**config.mk**
```make
export PLATFORM = sky130hd
export DESIGN_NAME = zphoton_gate_counter
export DESIGN_NICKNAME = d
export VERILOG_FILES = /design/src/rtl/zphoton_pkg.sv /design/src/rtl/zpulse_sync.sv /design/src/rtl/zphoton_gate_counter.sv
export SDC_FILE = /design/constraint.sdc
export NUM_CORES = 1
export LEC_CHECK = 0
export BUFFER_PORTS_ARGS = -buffer_cell sky130_fd_sc_hd__clkbuf_2
export CORE_MARGIN = 3
export CORE_UTILIZATION = 54
export CTS_BUF_LIST = sky130_fd_sc_hd__clkbuf_8
export DETAILED_ROUTE_END_ITERATION = 6
export GPL_TIMING_DRIVEN = 0
export PLACE_DENSITY = 0.77
export SYNTH_ARGS = -nofsm -noshare
export SYNTH_HDL_FRONTEND = slang
export SYNTH_SLANG_ARGS = --single-unit
```
**constraint.sdc**
```tcl
create_clock -name iClk -period 2.22 [get_ports iClk]
set_input_delay 0.444 -clock iClk [delete_from_list [all_inputs] [get_ports iClk]]
set_output_delay 0.444 -clock iClk [all_outputs]
set_load 0.005 [all_outputs]
```
**src/rtl/zphoton_pkg.sv**
```systemverilog
// zphoton_pkg: shared definitions for the photon gate counter.
//   zstateT          - frame FSM state encoding
//   CLK_PER_US_DEF   - default clock cycles per microsecond (50 MHz)
//   CNT_W_DEF        - default photon count width
//   GATE_W_DEF       - default gate-length input width (us)
package zphoton_pkg;

  typedef enum logic [1:0] {
    IDLE  = 2'd0,
    ARM   = 2'd1,
    COUNT = 2'd2,
    LATCH = 2'd3
  } zstateT;

  localparam int CLK_PER_US_DEF = 50;
  localparam int CNT_W_DEF      = 32;
  localparam int GATE_W_DEF     = 16;

endpackage

```
**src/rtl/zpulse_sync.sv**
```systemverilog
// zpulse_sync: brings the asynchronous discriminator output into the iClk
// domain and turns each rising edge into a one-cycle strobe.
//   iClk   - clock
//   iRst   - synchronous active-high reset
//   iPulse - asynchronous discriminator output
//   oRise  - one-cycle strobe per synchronized rising edge
module zpulse_sync (
  input  logic iClk,
  input  logic iRst,
  input  logic iPulse,
  output logic oRise
);

  // [0] and [1] form the metastability synchronizer, [2] is the previous
  // synchronized value used for edge detection.
  logic [2:0] syncQ;

  // NOTE: non-blocking assignments make every flop sample the pre-edge value,
  // which is what turns this shift into a real 3-stage pipeline.
  always_ff @(posedge iClk) begin
    if (iRst) begin
      syncQ <= '0;
    end else begin
      syncQ <= {syncQ[1:0], iPulse};
    end
  end

  assign oRise = syncQ[1] & ~syncQ[2];

endmodule

```
**src/rtl/zphoton_gate_counter.sv**
```systemverilog
// zphoton_gate_counter: counts photon edges in back-to-back gates of
// iGateUs microseconds and publishes each completed frame with a
// valid/ready handshake.
//   iClk, iRst      - clock, synchronous active-high reset
//   iEn             - run enable (frames acquired back-to-back while high)
//   iPulse          - asynchronous discriminator output, one photon per rise
//   iGateUs         - gate length in us, sampled in ARM (0 behaves as 1)
//   oCount          - photon count of the last completed frame
//   oOverflow       - that frame saturated
//   oFrameNo        - wrapping index of the frame in oCount
//   oValid, iReady  - result handshake
//   oNewDataUpdate  - one-cycle strobe per completed frame (LED)
//   oLost           - sticky: an unconsumed result was overwritten
module zphoton_gate_counter
  import zphoton_pkg::*;
#(
  parameter int CLK_PER_US = CLK_PER_US_DEF,
  parameter int CNT_W      = CNT_W_DEF,
  parameter int GATE_W     = GATE_W_DEF
) (
  input  logic              iClk,
  input  logic              iRst,
  input  logic              iEn,
  input  logic              iPulse,
  input  logic [GATE_W-1:0] iGateUs,
  output logic [CNT_W-1:0]  oCount,
  output logic              oOverflow,
  output logic [15:0]       oFrameNo,
  output logic              oValid,
  input  logic              iReady,
  output logic              oNewDataUpdate,
  output logic              oLost
);

  localparam int PRE_W = (CLK_PER_US > 1) ? $clog2(CLK_PER_US) : 1;
  localparam logic [PRE_W-1:0] PRE_LAST = PRE_W'(CLK_PER_US - 1);

  zstateT             state, stateNext;
  logic               rise;
  logic [PRE_W-1:0]   preCnt;
  logic               usTick;
  logic [GATE_W-1:0]  usCnt;
  logic [GATE_W-1:0]  gateLen;
  logic               gateDone;
  logic [CNT_W-1:0]   acc;
  logic               accOvf;

  zpulse_sync uPulseSync (
    .iClk   (iClk),
    .iRst   (iRst),
    .iPulse (iPulse),
    .oRise  (rise)
  );

  // The prescaler is held at 0 outside a gate, so the ARM cycle is phase 0
  // of the first microsecond and LATCH lands exactly G*CLK_PER_US cycles
  // after ARM.
  assign usTick   = ((state == ARM) || (state == COUNT)) && (preCnt == PRE_LAST);
  assign gateDone = (state == COUNT) && usTick && (usCnt == gateLen - 1'b1);

  always_ff @(posedge iClk) begin
    if (iRst) begin
      state <= IDLE;
    end else begin
      state <= stateNext;
    end
  end

  // NOTE: default first so every path assigns stateNext and no latch forms.
  always_comb begin
    stateNext = state;
    unique case (state)
      IDLE:    if (iEn) stateNext = ARM;
      ARM:     stateNext = iEn ? COUNT : IDLE;
      COUNT: begin
        if (!iEn)          stateNext = IDLE;
        else if (gateDone) stateNext = LATCH;
      end
      LATCH:   stateNext = iEn ? ARM : IDLE;
      default: stateNext = IDLE;
    endcase
  end

  always_ff @(posedge iClk) begin
    if (iRst) begin
      preCnt  <= '0;
      usCnt   <= '0;
      gateLen <= GATE_W'(1);
    end else begin
      if ((state == ARM) || (state == COUNT)) begin
        preCnt <= usTick ? '0 : preCnt + 1'b1;
      end else begin
        preCnt <= '0;
      end

      if (state == ARM) begin
        usCnt   <= '0;
        gateLen <= (iGateUs == '0) ? GATE_W'(1) : iGateUs;
      end else if ((state == COUNT) && usTick) begin
        usCnt <= usCnt + 1'b1;
      end
    end
  end

  // The accumulator is emptied at the frame boundary rather than in ARM, so
  // an edge seen during LATCH or ARM is kept and opens the next frame.
  always_ff @(posedge iClk) begin
    if (iRst) begin
      acc    <= '0;
      accOvf <= 1'b0;
    end else begin
      unique case (state)
        IDLE: begin
          acc    <= '0;
          accOvf <= 1'b0;
        end
        LATCH: begin
          acc    <= CNT_W'(rise);
          accOvf <= 1'b0;
        end
        default: begin
          if (rise) begin
            if (&acc) accOvf <= 1'b1;
            else      acc    <= acc + 1'b1;
          end
        end
      endcase
    end
  end

  always_ff @(posedge iClk) begin
    if (iRst) begin
      oCount         <= '0;
      oOverflow      <= 1'b0;
      oFrameNo       <= '0;
      oValid         <= 1'b0;
      oNewDataUpdate <= 1'b0;
      oLost          <= 1'b0;
    end else begin
      oNewDataUpdate <= (state == LATCH);
      if (state == LATCH) begin
        oCount    <= acc;
        oOverflow <= accOvf;
        oFrameNo  <= oFrameNo + 1'b1;
        oValid    <= 1'b1;
        if (oValid && !iReady) oLost <= 1'b1;
      end else if (oValid && iReady) begin
        oValid <= 1'b0;
      end
    end
  end

endmodule
```
## After elaboration in Yosys (flattened, before gate mapping)

Cells that the tools add are included.

- Add/subtract/negate cells: 5
- Eq/ne operators: 8
- Muxes and demuxes: 12
- Bitwise logic cells: 3
- Reduce and logical (&&, ||, !) cells: 19

Operators with widths:

| cell | number |
|---|---|
| $mux 32 | 2 |
| $pmux 32 s2 | 1 |
| $reduce_and 33->1 | 1 |
| $add 16x1->16 const B | 2 |
| $add 32x1->32 const B | 1 |
| $reduce_and 32->1 | 1 |
| $eq 16x16->1 | 1 |
| $logic_not 16->1 | 1 |
| $mux 16 | 1 |
| $sub 16x1->16 const B | 1 |
| $mux 2 | 4 |
| $pmux 2 s4 | 1 |
| $add 6x1->6 const B | 1 |
| $eq 6x6->1 const B | 1 |
| $reduce_and 2->1 | 3 |
| $reduce_or 3->1 | 2 |
| $logic_and 1x1->1 | 5 |
| $eq 2x2->1 const B | 2 |
| $mux 1 | 3 |
| $ne 3x1->1 const B | 1 |
| $ne 3x3->1 const B | 1 |
| $reduce_bool 3->1 | 1 |
| $eq 2x1->1 const B | 1 |
| $logic_not 2->1 | 1 |
| 7 further kinds | 8 |

- Register bits after elaboration: 128
- Input bits: 21
- Output and inout port bits: 52
- Word-level logic and storage cells: 60

## Longest topological paths before layout

- Depth after elaboration: 8
- Gate-level depth with buffers: 10
- Mapped depth without buffers: 9

## Modules after synthesis

Synthesis repeated with hierarchy kept, for this count alone.

- Cells, all modules: 657
- Area, all modules: 5,891.9 um^2

By module, submodules not included:

| module | instances | cells each | area each (um^2) | seq. area each (um^2) |
|---|---|---|---|---|
| zphoton_gate_counter | 1 | 650 | 5,804.3 | 2,502.4 |
| zpulse_sync | 1 | 7 | 87.6 | 60.1 |

## Least setup slack after synthesis

OpenSTA, ideal clock, no wires.

- Kind: register to register
- Start point: register state[1]
- End point: register state[0]
- Library setup time: 0.132 ns
- Arrival: 2.190 ns
- Data required time: 2.088 ns
- Setup slack: -0.102 ns
- Cell stages (with the launch flop): 10
- Path buffers: 0
- Clock period less this slack: 2.322 ns
- Cells stage by stage: dfxtp_1 -> inv_1 -> ha_1 -> nand4b_1 -> or2_2 -> a2111o_1 -> a2111oi_4 -> nand4b_1 -> a31oi_1 -> a311oi_1

- Cells in the longest elaborated chain, start to end: 7
- Elaborated cells on any way between the ends: 12
- Those cells by class: eq/ne (5); mux (1); reduce/logical (6)

Ends and longest elaborated chain:

| what | line | RTL |
|---|---|---|
| start, declared | zphoton_gate_counter.sv:38 | `zstateT state, stateNext;` |
| start signal, assigned | zphoton_gate_counter.sv:65 | `state <= stateNext;` |
| $eq 2x1->1 / $eq 2x2->1 (equally long branches) | zphoton_gate_counter.sv:58, zphoton_gate_counter.sv:72, zphoton_gate_counter.sv:59 |  |
| $logic_or 1x1->1 | zphoton_gate_counter.sv:58 | `assign usTick = ((state == ARM) \|\| (state == COUNT)) && (preCnt == PRE_LAST);` |
| $logic_and 1x1->1 | zphoton_gate_counter.sv:58 |  |
| $logic_and 1x1->1 (2 in series) | zphoton_gate_counter.sv:59 | `assign gateDone = (state == COUNT) && usTick && (usCnt == gateLen - 1'b1);` |
| $ne 3x3->1 (no source line) | - |  |
| $reduce_and 2->1 (no source line) | - |  |

Parallel ways exist; a longest one is shown, timed or not.
A chain may end at the register's enable or synchronous reset.

## Final worst setup path

- Start point: register gateLen[0]
- End point: register state[0]

- Cells in the longest elaborated chain, start to end: 5

Ends and longest elaborated chain:

| what | line | RTL |
|---|---|---|
| start, declared | zphoton_gate_counter.sv:43 | `logic [GATE_W-1:0] gateLen;` |
| start signal, assigned | zphoton_gate_counter.sv:98 | `gateLen <= (iGateUs == '0) ? GATE_W'(1) : iGateUs;` |
| $sub 16x1->16 | zphoton_gate_counter.sv:59 |  |
| $eq 16x16->1 | zphoton_gate_counter.sv:59 |  |
| $logic_and 1x1->1 | zphoton_gate_counter.sv:59 |  |
| $ne 3x3->1 (no source line) | - |  |
| $reduce_and 2->1 (no source line) | - |  |

Every way passes these cells.

==> metrics.md <==
| Metric | Value |
|---|---|
| Non-filler instance count after layout | 932 |
| Initial Util | 0.563 |
| Ratio of final minimum period to clock period | 1.06 |
| Launching element type of the critical path | flip-flop |
| Num CTS Buffers | 17 |
| # IOs | 73 |
| Number of flops mapped to enable cells by yosys | 0 |
| Post-synth top cells | 134 x nor2_1, 128 x dfxtp_1, 51 x mux2i_1, 47 x xor2_1, 41 x nand2_1 |
| Die area | about 12000 um^2 |
| Period minus WS final | around 2400 ps |
| Metal2 WL | just under 7 mm |
| DP Worst Slack | -569 ps |
| Slew @ Worst Pin | 792 ps |
| CTS root buf | clkbuf_8 |
| Crit path DAT | between 2000 and 3000 ps |
| Crit path kind | reg2reg |
| Static Leak | 2.81 nW |
| Post-Syn Instances | 665 |
| Critical path required time | around 2500 ps |
| Max layer used | met4 |
| Area of the multi-input gates | between 3000 and 4000 um^2 |
| Hold-fix buffer count after cts | 0 |
| Crit Path Max Fanout | 6 |
| CP endpoint kind | flip-flop |
| Initial antenna violation count | 0 |
| WHS Path Cells | 2 |
| Fin Setup TNS | -283 ps |
| Synthesized area per cell | approximately 9 um^2 |
| Gr usage total | 0.231 |
| Metal3 WL | between 700 and 800 um |
| Pwr/cell area | 693 nW/um^2 |
| Worst reg2reg path depth | 9 |
| H-tree depth | 4 |
| Post-Route WL | between 10 and 15 mm |
| Grt total ovfl | 0 |
| Clock latency on the worst-skew pair | between 400 and 500 ps |
| CTS sink cnt | approximately 130 |
| Deepest clock path buffer count | 2 |
| Number of routed nets with antenna violations | 0 |
| VDD IR max | between 0.4 and 0.5 mV |
| DRT Pass-1 Iters | 5 |
| RSZ-0062 raised after global routing | yes |
| Die Ht | approximately 110 um |
| First-pass GRT wire length | between 20 and 25 mm |
| Reg clk slew, reported paths | approximately 70 ps |
| Wire length on met1 | ~6.5 mm |
| Post-synth top area share | 0.433 |
| Placed cell count | ~870 |
| Worst setup margin | -142 ps |
| Max-slew violations | 0 |
| Hold Fails Final Rpt | 0 |
| Routed vias/inst | approximately 5.6 |
| Vias in the first global route | 4991 |
| Hold WC Path Type | in2reg |
| Synth cell types | 51 |
| Most common cell in the synthesized netlist | nor2_1 |
| CTS tree | done |
| Number of synthesis warnings | 0 |
| Routability cong. | between 0.9 and 1 |
| Port Buf Inserts | 70 |
| Layout filler cell count | between 800 and 900 |
| Yosys top cell by area | dfxtp_1 |
| # diodes | 0 |
| Largest net degree at the start of global routing | 17 |
| Initial DRC Count | about 370 |
| Slew HR | 0.472 |
| DR DRC count | 0 |
| Synth area leaders | dfxtp_1 43%, mux2i_1 8.6%, nor2_1 8.5% |
| Syn-to-layout area delta | 22.4% |
| Layout Skew | roughly 8.6 ps |
| DP HPWL | approximately 9.8 mm |
| Synth Cell Area | a little under 6000 um^2 |
| Failing checks | negative setup slack |
| Final setup fails | 2 |
| Core area | 10500 um^2 |
| Max_cap viols | 0 |
| Reg area | between 2000 and 3000 um^2 |
| Mapped Nets | 697 |
| Rows | 37 |
| Vias | approximately 5200 |
| Seq/Total Area, Yosys | 0.433 |
| Post-synth top flop | dfxtp_1 |
| Outcome | finished with violations |
| Net count, final | 815 |
| Drt wl/cell | between 15 and 20 um |
| Register bit total from synthesis | about 130 |
| Layout cells sized above 1 | 0.221 |
| Post-synth ARST share | 0 |
| FMAX | 0.423 GHz |
| Die width | 111 um |
==> path summary, 6_finish.rpt <==
path / start / to / slack (ps)
worst min register to register: uPulseSync.syncQ[0]$_SDFF_PP0_ / uPulseSync.syncQ[1]$_SDFF_PP0_ / 450
worst max register to register: gateLen[0]$_SDFFE_PP1P_ / state[0]$_SDFFE_PP0P_ / -140
worst min-delay path: iPulse / uPulseSync.syncQ[0]$_SDFF_PP0_ / 220
worst max-delay path: gateLen[0]$_SDFFE_PP1P_ / state[0]$_SDFFE_PP0P_ / -140
==> placed cells by master, fill, tap and decap left out, drive strengths merged, types with 3 or more instances in the layout <==
cell type / netlist / layout
a21oi: 17 / 17
a31oi: 5 / 5
and2: 5 / 5
and3: 16 / 16
and4: 7 / 7
buf: 10 / 40
bufinv: 0 / 3
clkbuf: 19 / 107
clkinv: 0 / 5
clkinvlp: 0 / 4
dfxtp: 128 / 128
ha: 11 / 11
inv: 10 / 11
mux2i: 51 / 51
nand2: 41 / 41
nand2b: 4 / 4
nand3: 27 / 27
nand3b: 3 / 3
nand4: 19 / 19
nand4b: 4 / 4
nor2: 134 / 134
nor2b: 8 / 8
nor3: 12 / 12
nor4: 8 / 8
o21ai: 14 / 14
or2: 3 / 3
or3: 10 / 10
or4: 3 / 3
xnor2: 28 / 28
xor2: 47 / 47
==> per-stage QoR <==
stage	util	power, mW	cell area, um^2	hold slack, ps
finish	0.689	5.02	7240	223
global route	0.689	5.21	7240	200
CTS	0.677	4.99	7120	202
detailed placement	0.614	2.86	6450	437
global placement	0.614	2.84	6450	443
floorplan	-	2.74	5930	414
==> final cells by class <==
| type | count | share of cell area |
|---|---|---|
| multi-input cells | 498 | 0.457 |
| flip-flops and latches | 128 | 0.356 |
| repair buffers | 102 | 0.0815 |
| clock buffers | 19 | 0.0361 |
| well taps | 136 | 0.0235 |
| clock inverters | 13 | 0.0223 |
| plain buffers | 26 | 0.0168 |
| inverters | 10 | 0.00622 |
==> power by group <==
part | switching (mW) | internal, mW
registers | 0.0574 | 2.33
clock network | 0.941 | 1.17
logic | 0.289 | 0.230
==> sequential cells by signal, indices dropped and copies added, names as in the netlist <==
name	count
oFrameNo	16
accOvf	1
preCnt	6
oNewDataUpdate	1
oLost	1
oOverflow	1
oValid	1
acc	32
state	2
gateLen	16
oCount	32
usCnt	16
uPulseSync.syncQ	3
==> metal layers <==
layer / global-route usage / vias to the layer above
li1: - / 2521
met1: 0.288 / 2453
met2: 0.378 / 173
met3: 0.0655 / 34
met4: 0.0895 / 0
met5: 0 / -
==> cells by family after synthesis <==
kind of cell             share of synthesized area
flip-flops                                   0.433
buffers and inverters                       0.0271
AO/OA/AOI/OAI                               0.0600
AND/OR/NAND/NOR                              0.260
adder cells (fa/ha/maj)                     0.0233
XOR/XNOR                                     0.111
multiplexers                                0.0862
==> critical path, cell delays in order (launching register included) <==
cell and delay [ps]:
dfxtp_4 360, inv_4 50, ha_4 120, nor3b_4 310, nand4_1 150, a2111o_1 470
a2111oi_4 260, nand4b_1 220, a31oi_1 210, a311oi_1 70
==> repair_timing <==
action	4_1_cts	5_1_grt
gates resized for setup	29	14
setup buffers	19	14
endpoints found under the hold margin	0	0
endpoints found under the setup margin	36	47
pin swaps	13	10
(Power assumes the default switching activity.)
